$ cat src/rtl/tmu2_splitq_if.sv
// Record bundle of the texel-address split stage: upstream record, fragment and fetch channels.
// Carries no logic; the slave modport is the split stage, the master modport its environment.
// Strobes/acks follow the stb/ack handshake: a transfer happens when both are high at an edge.
interface tmu2_splitq_if #(
    parameter int cache_depth = 13,
    parameter int fml_depth   = 26
);
    logic                   pipe_stb_i;
    logic                   pipe_ack_o;
    logic [fml_depth-2:0]   dadr;
    logic [fml_depth-1:0]   tadra, tadrb, tadrc, tadrd;
    logic [5:0]             x_frac, y_frac;
    logic                   miss_a, miss_b, miss_c, miss_d;

    logic                   frag_pipe_stb_o;
    logic                   frag_pipe_ack_i;
    logic [fml_depth-2:0]   frag_dadr;
    logic [cache_depth-1:0] frag_tadra, frag_tadrb, frag_tadrc, frag_tadrd;
    logic [5:0]             frag_x_frac, frag_y_frac;
    logic                   frag_miss_a, frag_miss_b, frag_miss_c, frag_miss_d;

    logic                   fetch_pipe_stb_o;
    logic                   fetch_pipe_ack_i;
    logic [fml_depth-6:0]   fetch_tadra, fetch_tadrb, fetch_tadrc, fetch_tadrd;
    logic                   fetch_miss_a, fetch_miss_b, fetch_miss_c, fetch_miss_d;

    modport slave (
        input  pipe_stb_i, dadr, tadra, tadrb, tadrc, tadrd, x_frac, y_frac,
               miss_a, miss_b, miss_c, miss_d, frag_pipe_ack_i, fetch_pipe_ack_i,
        output pipe_ack_o,
               frag_pipe_stb_o, frag_dadr, frag_tadra, frag_tadrb, frag_tadrc, frag_tadrd,
               frag_x_frac, frag_y_frac, frag_miss_a, frag_miss_b, frag_miss_c, frag_miss_d,
               fetch_pipe_stb_o, fetch_tadra, fetch_tadrb, fetch_tadrc, fetch_tadrd,
               fetch_miss_a, fetch_miss_b, fetch_miss_c, fetch_miss_d
    );

    modport master (
        output pipe_stb_i, dadr, tadra, tadrb, tadrc, tadrd, x_frac, y_frac,
               miss_a, miss_b, miss_c, miss_d, frag_pipe_ack_i, fetch_pipe_ack_i,
        input  pipe_ack_o,
               frag_pipe_stb_o, frag_dadr, frag_tadra, frag_tadrb, frag_tadrc, frag_tadrd,
               frag_x_frac, frag_y_frac, frag_miss_a, frag_miss_b, frag_miss_c, frag_miss_d,
               fetch_pipe_stb_o, fetch_tadra, fetch_tadrb, fetch_tadrc, fetch_tadrd,
               fetch_miss_a, fetch_miss_b, fetch_miss_c, fetch_miss_d
    );
endinterface

$ cat src/rtl/tmu2_splitq.sv
// Splits texel-address records into a fragment queue (all records) and a fetch queue (misses only).
// Latency: a record pushed into an empty queue is presented the cycle after its accept edge.
// Backpressure: upstream ack drops while either queue is full; each queue drains on its own ack.

// Generic show-ahead circular FIFO; head entry is always on dat_o, caller never overflows/underflows.
module tmu2_splitq_fifo #(
    parameter int W = 8,
    parameter int D = 2
) (
    input  logic         clk_i,
    input  logic         rst_ni,
    input  logic         push_i,
    input  logic [W-1:0] dat_i,
    input  logic         pop_i,
    output logic [W-1:0] dat_o,
    output logic [D:0]   level_o
);
    localparam int N = 1 << D;

    logic [W-1:0] mem_q [N];
    logic [D-1:0] wr_q, wr_d, rd_q, rd_d;
    logic [D:0]   level_q, level_d;

    // Next pointer/occupancy values; push+pop together leaves the level untouched
    always_comb begin
        wr_d    = push_i ? wr_q + D'(1) : wr_q;
        rd_d    = pop_i  ? rd_q + D'(1) : rd_q;
        level_d = level_q;
        if (push_i && !pop_i)
            level_d = level_q + (D+1)'(1);
        else if (!push_i && pop_i)
            level_d = level_q - (D+1)'(1);
    end

    // Storage write; entries need no reset since the level gates their visibility
    always_ff @(posedge clk_i) begin
        if (push_i)
            mem_q[wr_q] <= dat_i;
    end

    // Pointer and occupancy registers with synchronous reset discarding all entries
    always_ff @(posedge clk_i) begin
        if (!rst_ni) begin
            wr_q    <= '0;
            rd_q    <= '0;
            level_q <= '0;
        end else begin
            wr_q    <= wr_d;
            rd_q    <= rd_d;
            level_q <= level_d;
        end
    end

    assign dat_o   = mem_q[rd_q];
    assign level_o = level_q;
endmodule

module tmu2_splitq #(
    parameter int cache_depth = 13,
    parameter int fml_depth   = 26,
    parameter int frag_depth  = 2,
    parameter int fetch_depth = 2
) (
    input  logic                 sys_clk,
    input  logic                 sys_rst_n,
    tmu2_splitq_if.slave         bus,
    output logic                 busy,
    output logic [frag_depth:0]  frag_level,
    output logic [fetch_depth:0] fetch_level,
    input  logic                 stat_clear,
    output logic [31:0]          stat_frags,
    output logic [31:0]          stat_fetches
);
    localparam int FRAG_N  = 1 << frag_depth;
    localparam int FETCH_N = 1 << fetch_depth;

    typedef struct packed {
        logic [fml_depth-2:0]   dadr;
        logic [cache_depth-1:0] tadra, tadrb, tadrc, tadrd;
        logic [5:0]             x_frac, y_frac;
        logic [3:0]             miss;
    } frag_rec_t;

    typedef struct packed {
        logic [fml_depth-6:0] tadra, tadrb, tadrc, tadrd;
        logic [3:0]           miss;
    } fetch_rec_t;

    frag_rec_t  frag_in, frag_out;
    fetch_rec_t fetch_in, fetch_out;
    logic       accept, any_miss, fetch_push, frag_pop, fetch_pop;
    logic [31:0] stat_frags_q, stat_frags_d, stat_fetches_q, stat_fetches_d;

    // Ack is a pure function of queue state so no stb/ack input reaches it combinationally
    assign bus.pipe_ack_o = (frag_level != FRAG_N[frag_depth:0]) &
                            (fetch_level != FETCH_N[fetch_depth:0]);

    assign any_miss   = bus.miss_a | bus.miss_b | bus.miss_c | bus.miss_d;
    assign accept     = bus.pipe_stb_i & bus.pipe_ack_o;
    assign fetch_push = accept & any_miss;
    assign frag_pop   = bus.frag_pipe_stb_o & bus.frag_pipe_ack_i;
    assign fetch_pop  = bus.fetch_pipe_stb_o & bus.fetch_pipe_ack_i;

    // Record slicing: the fragment side keeps cache-local offsets, the fetch side keeps line addresses
    always_comb begin
        frag_in.dadr   = bus.dadr;
        frag_in.tadra  = bus.tadra[cache_depth-1:0];
        frag_in.tadrb  = bus.tadrb[cache_depth-1:0];
        frag_in.tadrc  = bus.tadrc[cache_depth-1:0];
        frag_in.tadrd  = bus.tadrd[cache_depth-1:0];
        frag_in.x_frac = bus.x_frac;
        frag_in.y_frac = bus.y_frac;
        frag_in.miss   = {bus.miss_a, bus.miss_b, bus.miss_c, bus.miss_d};
        fetch_in.tadra = bus.tadra[fml_depth-1:5];
        fetch_in.tadrb = bus.tadrb[fml_depth-1:5];
        fetch_in.tadrc = bus.tadrc[fml_depth-1:5];
        fetch_in.tadrd = bus.tadrd[fml_depth-1:5];
        fetch_in.miss  = {bus.miss_a, bus.miss_b, bus.miss_c, bus.miss_d};
    end

    tmu2_splitq_fifo #(.W($bits(frag_rec_t)), .D(frag_depth)) u_frag_q (
        .clk_i   (sys_clk),
        .rst_ni  (sys_rst_n),
        .push_i  (accept),
        .dat_i   (frag_in),
        .pop_i   (frag_pop),
        .dat_o   (frag_out),
        .level_o (frag_level)
    );

    tmu2_splitq_fifo #(.W($bits(fetch_rec_t)), .D(fetch_depth)) u_fetch_q (
        .clk_i   (sys_clk),
        .rst_ni  (sys_rst_n),
        .push_i  (fetch_push),
        .dat_i   (fetch_in),
        .pop_i   (fetch_pop),
        .dat_o   (fetch_out),
        .level_o (fetch_level)
    );

    assign bus.frag_pipe_stb_o  = (frag_level != '0);
    assign bus.fetch_pipe_stb_o = (fetch_level != '0);
    assign busy                 = bus.frag_pipe_stb_o | bus.fetch_pipe_stb_o;

    assign bus.frag_dadr   = frag_out.dadr;
    assign bus.frag_tadra  = frag_out.tadra;
    assign bus.frag_tadrb  = frag_out.tadrb;
    assign bus.frag_tadrc  = frag_out.tadrc;
    assign bus.frag_tadrd  = frag_out.tadrd;
    assign bus.frag_x_frac = frag_out.x_frac;
    assign bus.frag_y_frac = frag_out.y_frac;
    assign {bus.frag_miss_a, bus.frag_miss_b, bus.frag_miss_c, bus.frag_miss_d} = frag_out.miss;

    assign bus.fetch_tadra = fetch_out.tadra;
    assign bus.fetch_tadrb = fetch_out.tadrb;
    assign bus.fetch_tadrc = fetch_out.tadrc;
    assign bus.fetch_tadrd = fetch_out.tadrd;
    assign {bus.fetch_miss_a, bus.fetch_miss_b, bus.fetch_miss_c, bus.fetch_miss_d} = fetch_out.miss;

    // Statistics next-state: clear beats a same-cycle increment, counters wrap naturally
    always_comb begin
        stat_frags_d   = stat_frags_q   + {31'd0, accept};
        stat_fetches_d = stat_fetches_q + {31'd0, fetch_push};
        if (stat_clear) begin
            stat_frags_d   = '0;
            stat_fetches_d = '0;
        end
    end

    // Statistics registers
    always_ff @(posedge sys_clk) begin
        if (!sys_rst_n) begin
            stat_frags_q   <= '0;
            stat_fetches_q <= '0;
        end else begin
            stat_frags_q   <= stat_frags_d;
            stat_fetches_q <= stat_fetches_d;
        end
    end

    assign stat_frags   = stat_frags_q;
    assign stat_fetches = stat_fetches_q;
endmodule

$ cat src/flat_wrapper.sv
// flat-port wrapper written by rule: the top's interface ports become plain ports
module tmu2_splitq_flat 
#(
    parameter int cache_depth = 13,
    parameter int fml_depth   = 26,
    parameter int frag_depth  = 2,
    parameter int fetch_depth = 2
)
  (sys_clk, sys_rst_n, busy, frag_level, fetch_level, stat_clear, stat_frags, stat_fetches, bus_pipe_stb_i, bus_dadr, bus_tadra, bus_tadrb, bus_tadrc, bus_tadrd, bus_x_frac, bus_y_frac, bus_miss_a, bus_miss_b, bus_miss_c, bus_miss_d, bus_frag_pipe_ack_i, bus_fetch_pipe_ack_i, bus_pipe_ack_o, bus_frag_pipe_stb_o, bus_frag_dadr, bus_frag_tadra, bus_frag_tadrb, bus_frag_tadrc, bus_frag_tadrd, bus_frag_x_frac, bus_frag_y_frac, bus_frag_miss_a, bus_frag_miss_b, bus_frag_miss_c, bus_frag_miss_d, bus_fetch_pipe_stb_o, bus_fetch_tadra, bus_fetch_tadrb, bus_fetch_tadrc, bus_fetch_tadrd, bus_fetch_miss_a, bus_fetch_miss_b, bus_fetch_miss_c, bus_fetch_miss_d);
  tmu2_splitq_if #(.cache_depth(cache_depth), .fml_depth(fml_depth)) bus_i ();
  input  logic sys_clk;
  input  logic sys_rst_n;
  output logic busy;
  output logic [frag_depth:0] frag_level;
  output logic [fetch_depth:0] fetch_level;
  input  logic stat_clear;
  output logic [31:0] stat_frags;
  output logic [31:0] stat_fetches;
  input wire logic [$bits(bus_i.pipe_stb_i)-1:0] bus_pipe_stb_i;
  input wire logic [$bits(bus_i.dadr)-1:0] bus_dadr;
  input wire logic [$bits(bus_i.tadra)-1:0] bus_tadra;
  input wire logic [$bits(bus_i.tadrb)-1:0] bus_tadrb;
  input wire logic [$bits(bus_i.tadrc)-1:0] bus_tadrc;
  input wire logic [$bits(bus_i.tadrd)-1:0] bus_tadrd;
  input wire logic [$bits(bus_i.x_frac)-1:0] bus_x_frac;
  input wire logic [$bits(bus_i.y_frac)-1:0] bus_y_frac;
  input wire logic [$bits(bus_i.miss_a)-1:0] bus_miss_a;
  input wire logic [$bits(bus_i.miss_b)-1:0] bus_miss_b;
  input wire logic [$bits(bus_i.miss_c)-1:0] bus_miss_c;
  input wire logic [$bits(bus_i.miss_d)-1:0] bus_miss_d;
  input wire logic [$bits(bus_i.frag_pipe_ack_i)-1:0] bus_frag_pipe_ack_i;
  input wire logic [$bits(bus_i.fetch_pipe_ack_i)-1:0] bus_fetch_pipe_ack_i;
  output wire logic [$bits(bus_i.pipe_ack_o)-1:0] bus_pipe_ack_o;
  output wire logic [$bits(bus_i.frag_pipe_stb_o)-1:0] bus_frag_pipe_stb_o;
  output wire logic [$bits(bus_i.frag_dadr)-1:0] bus_frag_dadr;
  output wire logic [$bits(bus_i.frag_tadra)-1:0] bus_frag_tadra;
  output wire logic [$bits(bus_i.frag_tadrb)-1:0] bus_frag_tadrb;
  output wire logic [$bits(bus_i.frag_tadrc)-1:0] bus_frag_tadrc;
  output wire logic [$bits(bus_i.frag_tadrd)-1:0] bus_frag_tadrd;
  output wire logic [$bits(bus_i.frag_x_frac)-1:0] bus_frag_x_frac;
  output wire logic [$bits(bus_i.frag_y_frac)-1:0] bus_frag_y_frac;
  output wire logic [$bits(bus_i.frag_miss_a)-1:0] bus_frag_miss_a;
  output wire logic [$bits(bus_i.frag_miss_b)-1:0] bus_frag_miss_b;
  output wire logic [$bits(bus_i.frag_miss_c)-1:0] bus_frag_miss_c;
  output wire logic [$bits(bus_i.frag_miss_d)-1:0] bus_frag_miss_d;
  output wire logic [$bits(bus_i.fetch_pipe_stb_o)-1:0] bus_fetch_pipe_stb_o;
  output wire logic [$bits(bus_i.fetch_tadra)-1:0] bus_fetch_tadra;
  output wire logic [$bits(bus_i.fetch_tadrb)-1:0] bus_fetch_tadrb;
  output wire logic [$bits(bus_i.fetch_tadrc)-1:0] bus_fetch_tadrc;
  output wire logic [$bits(bus_i.fetch_tadrd)-1:0] bus_fetch_tadrd;
  output wire logic [$bits(bus_i.fetch_miss_a)-1:0] bus_fetch_miss_a;
  output wire logic [$bits(bus_i.fetch_miss_b)-1:0] bus_fetch_miss_b;
  output wire logic [$bits(bus_i.fetch_miss_c)-1:0] bus_fetch_miss_c;
  output wire logic [$bits(bus_i.fetch_miss_d)-1:0] bus_fetch_miss_d;
  assign bus_i.pipe_stb_i = bus_pipe_stb_i;
  assign bus_i.dadr = bus_dadr;
  assign bus_i.tadra = bus_tadra;
  assign bus_i.tadrb = bus_tadrb;
  assign bus_i.tadrc = bus_tadrc;
  assign bus_i.tadrd = bus_tadrd;
  assign bus_i.x_frac = bus_x_frac;
  assign bus_i.y_frac = bus_y_frac;
  assign bus_i.miss_a = bus_miss_a;
  assign bus_i.miss_b = bus_miss_b;
  assign bus_i.miss_c = bus_miss_c;
  assign bus_i.miss_d = bus_miss_d;
  assign bus_i.frag_pipe_ack_i = bus_frag_pipe_ack_i;
  assign bus_i.fetch_pipe_ack_i = bus_fetch_pipe_ack_i;
  assign bus_pipe_ack_o = bus_i.pipe_ack_o;
  assign bus_frag_pipe_stb_o = bus_i.frag_pipe_stb_o;
  assign bus_frag_dadr = bus_i.frag_dadr;
  assign bus_frag_tadra = bus_i.frag_tadra;
  assign bus_frag_tadrb = bus_i.frag_tadrb;
  assign bus_frag_tadrc = bus_i.frag_tadrc;
  assign bus_frag_tadrd = bus_i.frag_tadrd;
  assign bus_frag_x_frac = bus_i.frag_x_frac;
  assign bus_frag_y_frac = bus_i.frag_y_frac;
  assign bus_frag_miss_a = bus_i.frag_miss_a;
  assign bus_frag_miss_b = bus_i.frag_miss_b;
  assign bus_frag_miss_c = bus_i.frag_miss_c;
  assign bus_frag_miss_d = bus_i.frag_miss_d;
  assign bus_fetch_pipe_stb_o = bus_i.fetch_pipe_stb_o;
  assign bus_fetch_tadra = bus_i.fetch_tadra;
  assign bus_fetch_tadrb = bus_i.fetch_tadrb;
  assign bus_fetch_tadrc = bus_i.fetch_tadrc;
  assign bus_fetch_tadrd = bus_i.fetch_tadrd;
  assign bus_fetch_miss_a = bus_i.fetch_miss_a;
  assign bus_fetch_miss_b = bus_i.fetch_miss_b;
  assign bus_fetch_miss_c = bus_i.fetch_miss_c;
  assign bus_fetch_miss_d = bus_i.fetch_miss_d;
  tmu2_splitq #(.cache_depth(cache_depth), .fml_depth(fml_depth), .frag_depth(frag_depth), .fetch_depth(fetch_depth)) u_core (.sys_clk(sys_clk), .sys_rst_n(sys_rst_n), .bus(bus_i), .busy(busy), .frag_level(frag_level), .fetch_level(fetch_level), .stat_clear(stat_clear), .stat_frags(stat_frags), .stat_fetches(stat_fetches));
endmodule
$ cat config.mk
export PLATFORM = sky130hd
export DESIGN_NAME = tmu2_splitq_flat
export DESIGN_NICKNAME = d
export VERILOG_FILES = /design/src/rtl/tmu2_splitq_if.sv /design/src/rtl/tmu2_splitq.sv /design/src/flat_wrapper.sv
export SDC_FILE = /design/constraint.sdc
export NUM_CORES = 1
export LEC_CHECK = 0
export BUFFER_PORTS_ARGS = -buffer_cell sky130_fd_sc_hd__buf_2
export CAP_MARGIN = 20
export CORE_ASPECT_RATIO = 0.6
export CORE_MARGIN = 3
export CORE_UTILIZATION = 35
export DETAILED_ROUTE_END_ITERATION = 12
export PLACE_DENSITY = 0.63
export SLEW_MARGIN = 40
export SYNTH_ARGS = -nofsm -noshare
export SYNTH_HDL_FRONTEND = slang
export SYNTH_HIERARCHICAL = 1
export SYNTH_SLANG_ARGS = --single-unit
$ cat constraint.sdc
create_clock -name sys_clk -period 4.5 [get_ports sys_clk]
set_input_delay 0.225 -clock sys_clk [delete_from_list [all_inputs] [get_ports sys_clk]]
set_output_delay 0.225 -clock sys_clk [all_outputs]
set_load 0.01 [all_outputs]
# Word level (Yosys, flattened, before mapping)
# Memory sizes are Yosys's and may differ from the RTL's. A register that Yosys moved wholly into a read port is not among the register bits.
# Cells that the tools add are included.
# W data, S select, Z words.
# totals
out_inout_bits	255
ram_bits	724
register_bits	78
inputBits	151
n_memories	2
word_cells	57
# op_classes
eq_ne	2
reduce_logical	13
add_sub_neg	10
n_mux	12
n_bitwise	10
# memory_table
name	depth	word_bits	read_ports	rd_ports_with_merged_regs	wr	line	source
u_core.u_frag_q.mem_q	4	93	1	1	1	tmu2_splitq.sv:20	logic [W-1:0] mem_q [N];
u_core.u_fetch_q.mem_q	4	88	1	1	1	tmu2_splitq.sv:20	
# op_table
op	n
$add A32 B1 Y32	2
$mux W3	4
$add A2 B1 Y2 const B	4
$mux W2	4
$add A3 B1 Y3 const B	2
$ne A3 B3 Y1 const B	2
$reduce_bool A3 Y1	2
$sub A3 B1 Y3 const B	2
$and A1 B1 Y1	5
$logic_and A1 B1 Y1	4
$logic_not A1 Y1	4
$mux W1	4
$or A1 B1 Y1	4
$reduce_bool A2 Y1	2
$reduce_or A2 Y1	1
$not A1 Y1	1

# Depth between registers and ports, before layout
# Gate-level depths: netlist (run 1).
# logic_depth
word_depth	8
mapped_depth	11

# By module
# The synthesis (run 1) kept the hierarchy.
# modules_own_cells
mod	seq_area_each_um2	cells_each	area_per_inst_um2	n_inst
tmu2_splitq_fifo at u_core.u_frag_q	11350.9	526	13850.8	1
tmu2_splitq_fifo at u_core.u_fetch_q	10750.3	501	13123.8	1
tmu2_splitq	1281.2	333	2972.9	1

# Least setup slack after synthesis (run 1)
# Ideal clock, no wire load.
# synth_timing
path_kind	flip-flop to flip-flop
from	register u_core.u_frag_q.level_q[0], in the netlist u_core/u_frag_q/level_o[0]
to	memory u_core/u_fetch_q/mem_q[0][0] (netlist bit) (enable)
period_less_slack_ns	4.034
setup_time_ns	0.456
setup_slack_ns	0.466
path_stages_with_launch	6
arrival_time_ns	3.578
path_buffers	0
cell_sequence	dfxtp_1 -> nor2_1 -> a22oi_1 -> and2_1 -> o41a_1 -> and2_1
# synth_via
elab_chain_cells	6
# synth_lines
item	line	source
start, declared	tmu2_splitq.sv:22	logic [D:0] level_q, level_d;
start signal, assigned	tmu2_splitq.sv:50	level_q <= level_d;
$ne A3 B3 Y1	tmu2_splitq.sv:95	assign bus.pipe_ack_o = (frag_level != FRAG_N[frag_depth:0]) &
$and A1 B1 Y1	tmu2_splitq.sv:95	
via bus_pipe_ack_o	flat_wrapper.sv:33	output wire logic [$bits(bus_i.pipe_ack_o)-1:0] bus_pipe_ack_o;
$and A1 B1 Y1	tmu2_splitq.sv:99	assign accept = bus.pipe_stb_i & bus.pipe_ack_o;
via u_core.accept	tmu2_splitq.sv:91	logic accept, any_miss, fetch_push, frag_pop, fetch_pop;
$and A1 B1 Y1	tmu2_splitq.sv:100	assign fetch_push = accept & any_miss;
via u_core.fetch_push	tmu2_splitq.sv:91	
$mux W1	tmu2_splitq.sv:37	if (push_i)
$mux W1 (not written as such)	tmu2_splitq.sv:38	mem_q[wr_q] <= dat_i;
end, declared	tmu2_splitq.sv:20	
# The timed path passes the listed nets, and every way through them passes these cells.

# Worst setup path in the final report (run 1)
# layout_timing
from	register u_core.u_frag_q.level_q[0], in the netlist u_core/u_frag_q/level_o[0]
to	register u_core.stat_fetches_q[24], in the netlist u_core/stat_fetches[24]
# layout_via
elab_chain_cells	5
# layout_lines
item	line	source
$ne A3 B3 Y1	tmu2_splitq.sv:95	
$and A1 B1 Y1	tmu2_splitq.sv:95	
$and A1 B1 Y1	tmu2_splitq.sv:99	
via u_core.accept	tmu2_splitq.sv:91	
$and A1 B1 Y1	tmu2_splitq.sv:100	
via u_core.fetch_push	tmu2_splitq.sv:91	
$add A32 B1 Y32	tmu2_splitq.sv:163	stat_fetches_d = stat_fetches_q + {31'd0, fetch_push};
end signal, assigned	tmu2_splitq.sv:177	stat_fetches_q <= stat_fetches_d;
end, declared	tmu2_splitq.sv:92	logic [31:0] stat_frags_q, stat_frags_d, stat_fetches_q, stat_fetches_d;
# The timed path passes the listed nets, and every way through them passes these cells.
# A chain may end at the register's enable or synchronous reset.

==> metrics.txt, run 1 <==
outcome=completed; synth unique cells=41; post-layout min period=3330 ps; detailed placement HPWL=41400 microns; Pre-antenna DRT Iters=5; clk buf depth=3; fin crit share=74.1%; Core Region=0.0841 sq mm; TritonCTS Buffers=75; FF-to-FF setup slack=1170 ps; Synth area leader=edfxtp_1; setup_tns=0 ps; Skew-Pair Late Insertion Delay=640 ps; cts repair resizes=0; Setup WS pre-CTS=1170 ps; vias in the first global route=16300; Yosys Warn Count=6; switching power=5.86 mW; Die Y-Extent=233 microns; r2r worst-path depth=11; RD Place Congestion=0.786; CTS Sinks=806; Startpoint Class=flop; register area share after synthesis=78.1%; clock skew=27.6 ps; first-pass GRT wire length=100000 microns; Die ar.=0.0892 sq mm; CP Data Arrival Time=3840 ps; Seq cells post-synth=806; DR vias/cell=4.81; Final ANT Viol Nets=0; worst min-delay path category=input pin to flop; Final Hold Viols=0; Post-Synthesis Cells=1360; FILL cells=7239; Sw Ratio=27.8%; VDD IR max=0.322 mV; Leakage=12.7 nW; largest net degree at the start of global routing=61; WHS=128 ps; kind of critical path=flop to flop; CTS tree=yes; Final Power=21.1 mW; setup ws final=1170 ps; worst rel slew slack=51.7%; Internal Power=15.2 mW; Final Slew Violations=0; fin nets=2128; worst endpoint required time=5000 ps; Syn-to-layout area delta=24.8%; FMAX=300 MHz; FF-to-FF Start=u_core/u_frag_q/level_o[0]; # DRC=0; H-tree levels=3; Clock power frac=30.2%; Crit Reg-Reg Endpoint=u_core/stat_fetches[24]; DRT iter0 DRCs=847; final WL=66900 microns; Worst-Margin Slew=724 ps; Worst-path clk slew=70 ps; GRT overflow=0; hold path cells=4; IO Pins=406; Port Buffers=405; synthesized area=0.0299 sq mm; Final Setup Violations=0; most area-consuming cells after synthesis=edfxtp_1, mux4_2, dfxtp_1, xor2_1, nor2_1; Logic pwr share=24.3%; layout cells sized above 1=36.6%; Horiz. Die Dim=384 microns; top cell type's share of synthesized area=72.6%; row count=82; Mean Syn Cell Area=22.0 sq um; CP endpoint kind=flop; RSZ-0062 raised after global routing=false; total of max-cap violations=0; starting density of the core=35.6%; maximum fanout along the worst path=9; global-route usage over all layers=15.0%; initial antenna violation count=4; drt wl/cell=21.2 microns; cell area power density=564 mW/mm^2; via count=15200; Syn Nets=1528; HP Start=bus_frag_pipe_ack_i; register share of total power=45.6%; CTS root buffer=clkbuf_16
-- critical path, stage by stage (launching register included) --
cell and delay, ps:
dfxtp_1 440, nor2_1 80, a22oi_1 210, and2_1 370, o41a_1 520, ha_1 250
ha_1 220, nand4_1 170, nor4_4 510, nand3_1 180, xor2_1 170, nor2_1 50
-- layer usage --
metal  vias to the layer above  GRT usage [%]  wire, microns
li1                       6781              -              -
met5                         -              0             39
met1                      7849           20.2          29000
met4                         6           3.57           1230
met3                        93           4.60           4820
met2                       447           24.0          31800
-- timing repair --
item                                    4_1_cts  5_1_grt
setup buffers                                 0        0
hold buffers                                147        0
endpoints found under the hold margin       742        0
endpoints found under the setup margin        0        0
-- cell families after synthesis --
family                     synth area share, %
DFF                                       78.1
and+or+nand+nor                           3.96
muxes                                     13.7
xor gates and xnor gates                  1.96
buffers and inverters                     1.23
adders and majority gates                0.760
AOI/OAI and AO/OA                        0.263
-- stage by stage --
stage	cell area, sq um	cells	util (%)
floorplan	29900	1360	-
global placement	33400	2868	39.7
finish	37400	3157	44.4
CTS	37400	3155	44.4
detailed placement	33400	2870	39.7
global route	37400	3156	44.4
-- power groups by stage --
| stage | Combinational, mW | Sequential [mW] | Clock, mW |
|---|---|---|---|
| 6_report | 5.11 | 9.61 | 6.36 |
| 5_1_grt | 5.54 | 9.71 | 6.88 |
| 4_1_cts | 5.30 | 9.63 | 6.59 |
| 3_5_place_dp | 5.17 | 9.79 | 0 |
| 3_3_place_gp | 5.08 | 9.75 | 0 |
| 2_1_floorplan | 3.15 | 9.70 | 0 |
-- cell usage after synthesis --
cell	number
buf_4	2
buf_12	2
nor3_2	1
nor2b_1	5
a21oi_1	2
and2_1	32
nand2_1	20
nand3_1	23
and3_2	1
nand4_4	2
o21ai_0	4
nor4_4	2
mux2i_1	4
nand3_2	1
o21a_1	2
and4_1	7
nand4_2	1
dfxtp_1	82
xor2_1	50
nand2b_1	1
o41a_1	1
nor2_1	65
fa_1	2
nor3_4	1
nand4_1	26
nor3_1	6
or2_2	1
a21boi_0	2
clkbuf_1	16
ha_1	15
buf_2	20
mux4_2	181
and3_1	9
or3_1	6
a22oi_1	1
buf_8	1
edfxtp_1	724
buf_6	9
nor4_1	3
inv_1	10
xnor2_1	17
-- state kept, by name (all words and copies together), names as in the netlist, named ones only --
register and count:
u_core/u_frag_q/mem_q 372, u_core/u_fetch_q/mem_q 352, u_core/stat_fetches 32, u_core/stat_frags 32
u_core/u_fetch_q/level_o 3, u_core/u_frag_q/level_o 3, u_core/u_fetch_q/rd_q 2, u_core/u_fetch_q/wr_q 2
u_core/u_frag_q/rd_q 2, u_core/u_frag_q/wr_q 2
-- cell type report --
type | count | area (sq um) | area share (%)
inverters | 10 | 37.5 | 0.100
flip-flops and latches | 806 | 23400 | 62.6
multi-input cells | 494 | 6220 | 16.7
clock buffers | 91 | 1980 | 5.30
repair buffers | 573 | 3820 | 10.2
well taps | 1134 | 1420 | 3.80
diodes | 2 | 5.00 | 0.0134
clock inverters | 47 | 489 | 1.31
-- worst max path at each step --
stage | from | to | depth (start not counted)
finish | u_core/u_frag_q/level_o[0] | u_core/stat_fetches[24] | 11
global placement | u_core/u_frag_q/level_o[0] | u_core/stat_fetches[30] | 11
CTS | u_core/u_frag_q/level_o[0] | u_core/stat_fetches[28] | 11
floorplan | u_core/u_frag_q/level_o[0] | u_core/u_fetch_q/mem_q[0][0] | 5
global route | u_core/u_frag_q/level_o[0] | u_core/stat_fetches[30] | 11
detailed placement | u_core/u_frag_q/level_o[0] | u_core/stat_fetches[28] | 11
-- placed cells by master, fill, tap and decap left out, types with 17 or more instances in the layout --
master,Yosys,layout
edfxtp_1,724,724
buf_2,20,405
mux4_2,181,181
dlygate4sd3_1,0,147
dfxtp_1,82,78
clkbuf_16,0,77
nor2_1,65,65
xor2_1,50,50
nand4_1,26,26
and2_1,32,24
nand3_1,23,23
nand2_1,20,20
xnor2_1,17,17
Note: power is estimated with default switching activity, not from simulation.
==> run 2: changes to the inputs <==
--- a/config.mk
+++ b/config.mk
@@ -5,13 +5,14 @@
 export SDC_FILE = /design/constraint.sdc
 export NUM_CORES = 1
 export LEC_CHECK = 0
+export ABC_AREA = 1
 export BUFFER_PORTS_ARGS = -buffer_cell sky130_fd_sc_hd__buf_2
 export CAP_MARGIN = 20
 export CORE_ASPECT_RATIO = 0.6
 export CORE_MARGIN = 3
 export CORE_UTILIZATION = 35
 export DETAILED_ROUTE_END_ITERATION = 12
-export PLACE_DENSITY = 0.63
+export PLACE_DENSITY = 0.65
 export SLEW_MARGIN = 40
 export SYNTH_ARGS = -nofsm -noshare
 export SYNTH_HDL_FRONTEND = slang
==> constraint.sdc (replaced) <==
create_clock -name sys_clk -period 2.7 [get_ports sys_clk]
set_input_delay 0.135 -clock sys_clk [delete_from_list [all_inputs] [get_ports sys_clk]]
set_output_delay 0.135 -clock sys_clk [all_outputs]
set_load 0.01 [all_outputs]
==> metrics.txt, run 2 <==
worst rel slew slack=55.9%; clk buf depth=3; row count=83; Post-Synthesis Cells=2389; VDD IR max=0.767 mV; Top FF cell, synth=edfxtp_1; starting density of the core=35.8%; switching power=10.8 mW; Core Region=0.0867 sq mm; fin crit share=93.8%; count leader, synth=edfxtp_1; Synth area leader=edfxtp_1; Startpoint Class=flop; register share of total power=45.1%; CTS tree=yes; vias in the first global route=19600; CP Data Arrival Time=2400 ps; FILL cells=7762; detailed placement HPWL=49900 microns; Die ar.=0.0925 sq mm; EDFF count, synth=724; outcome=completed; Commonest cells post-synth=edfxtp_1, nor2_1, o21ai_0; DR vias/cell=4.95; RD Place Congestion=0.815; RSZ-0062 raised after global routing=false; synthesized area=0.0311 sq mm; IO Pins=406; Sw Ratio=31.0%; # DRC=0; DRT iter0 DRCs=1507; H-tree levels=3; Biggest register=u_core/u_frag_q/mem_q; Yosys Warn Count=6; Worst-path clk slew=60 ps; CTS Sinks=806; WHS=90.3 ps; fin nets=3128; final WL=79900 microns; clock skew=19.1 ps; synth unique cells=34; largest net degree at the start of global routing=131; Pre-antenna DRT Iters=5; Final Slew Violations=0; Internal Power=24.1 mW; Final Setup Violations=0; register area share after synthesis=75.2%; GRT overflow=0; CTS root buffer=clkbuf_16; Syn-to-layout area delta=24.3%; max FFs per register=372; cell area power density=903 mW/mm^2; CP endpoint kind=output pin; Skew-Pair Late Insertion Delay=650 ps; final core occ=44.5%; post-layout min period=2530 ps; via count=20600; Die Y-Extent=237 microns; Final ANT Viol Nets=0; FMAX=395 MHz; Multi-input gate area=0.00666 sq mm; leading cell type in the layout, fill and taps excluded=edfxtp_1; sequential cell area=0.0234 sq mm; commonest non-fill, non-tap cells in the layout=edfxtp_1, nor2_1, buf_2; Mean Syn Cell Area=13.0 sq um; initial antenna violation count=3; first-pass GRT wire length=120000 microns; Port Buffers=405; Final Hold Viols=0; Clock power frac=30.3%; maximum fanout along the worst path=130; total of max-cap violations=0; drt wl/cell=19.1 microns; TritonCTS Buffers=76; FF-to-FF setup slack=390 ps; Leakage=13.6 nW; async set-or-reset flop fraction in the synthesized netlist=0%; Horiz. Die Dim=391 microns; top cell type's share of synthesized area=70.0%; layout cells sized above 1=20.8%; most area-consuming cells after synthesis=edfxtp_1, nor2_1, dfxtp_1, o21ai_0, o22ai_1; Syn Nets=2557; registers with the most flip-flops=u_core/u_frag_q/mem_q (372), u_core/u_fetch_q/mem_q (352); kind of critical path=flop to output pin; Logic pwr share=24.5%; worst endpoint required time=2570 ps; Seq cells post-synth=806; worst min-delay path category=input pin to flop; setup_tns=0 ps; global-route usage over all layers=16.8%; Worst-Margin Slew=661 ps
run 2: cell types whose count changed after synthesis, sizes merged, moves of 29 or more:
cell / change
xor2: -45
a21oi: +46
buf: +29
clkbuf: +42
nand2: +143
mux4: -181
o22ai: +181
o21ai: +381
nor2: +452
inv: +75
run 2: layout make-up:
class / instances / share of cell area (%)
sequential: 806 / 60.6
multi-input combinational: 1377 / 17.2
timing repair buffer: 614 / 11.2
clock buffer: 93 / 5.25
tap: 1147 / 3.72
clock inverter: 47 / 1.06
inverter: 85 / 0.936
antenna: 2 / 0.0130
run 2: path summary, 6_finish.rpt:
kind,start,depth (start not counted),endpoint
worst max-delay path,flop,4,bus_frag_tadra[5]
worst min-delay path,bus_pipe_stb_i,6,u_core/u_frag_q/wr_q[0]
worst max register to register,u_core/u_fetch_q/level_o[1],13,u_core/stat_fetches[12]
worst min register to register,u_core/u_fetch_q/rd_q[1],1,flop
run 2: cells by family after synthesis:
family	share of synthesized area (%)
AO/OA/AOI/OAI	10.7
XOR/XNOR	0.141
adder cells (fa/ha/maj)	0.733
buffers and inverters	3.36
flip-flops	75.2
AND/OR/NAND/NOR	9.82
run 2: critical path, cell delays in order, from the launching register on:
cell	delay, ps
dfxtp_4	380
buf_12	350
o21ai_0	190
o22ai_1	390
buf_2	210
run 2: layer usage:
layer,GRT usage (%),part of all wire [%]
met5,0,0.016
met3,4.27,7.5
met1,24.8,47
met2,24.7,44
met4,4.39,1.8
run 2: what timing repair did:
item	CTS	global route
hold buffers	149	0
endpoints found under the setup margin	0	7
endpoints found under the hold margin	783	0
setup buffers	0	0
gates resized for setup	0	1
run 2: through the flow:
step	std cells	power [mW]	cell area [sq um]	setup WS, ps
after floorplan	2389	20.7	31100	7.67
after global placement	3880	24.4	34700	235
after detailed placement	3880	24.5	34700	269
after CTS	4169	35.3	38600	198
after global routing	4170	36.6	38600	83.5
final	4171	34.9	38600	168
run 2: power groups by stage:
| stage | clock network, mW | registers, mW | logic (mW) |
|---|---|---|---|
| CTS | 10.9 | 15.7 | 8.66 |
| floorplan | 0 | 16.0 | 4.69 |
| global placement | 0 | 16.0 | 8.43 |
| finish | 10.6 | 15.7 | 8.55 |
| detailed placement | 0 | 16.0 | 8.45 |
| global route | 11.4 | 15.9 | 9.36 |
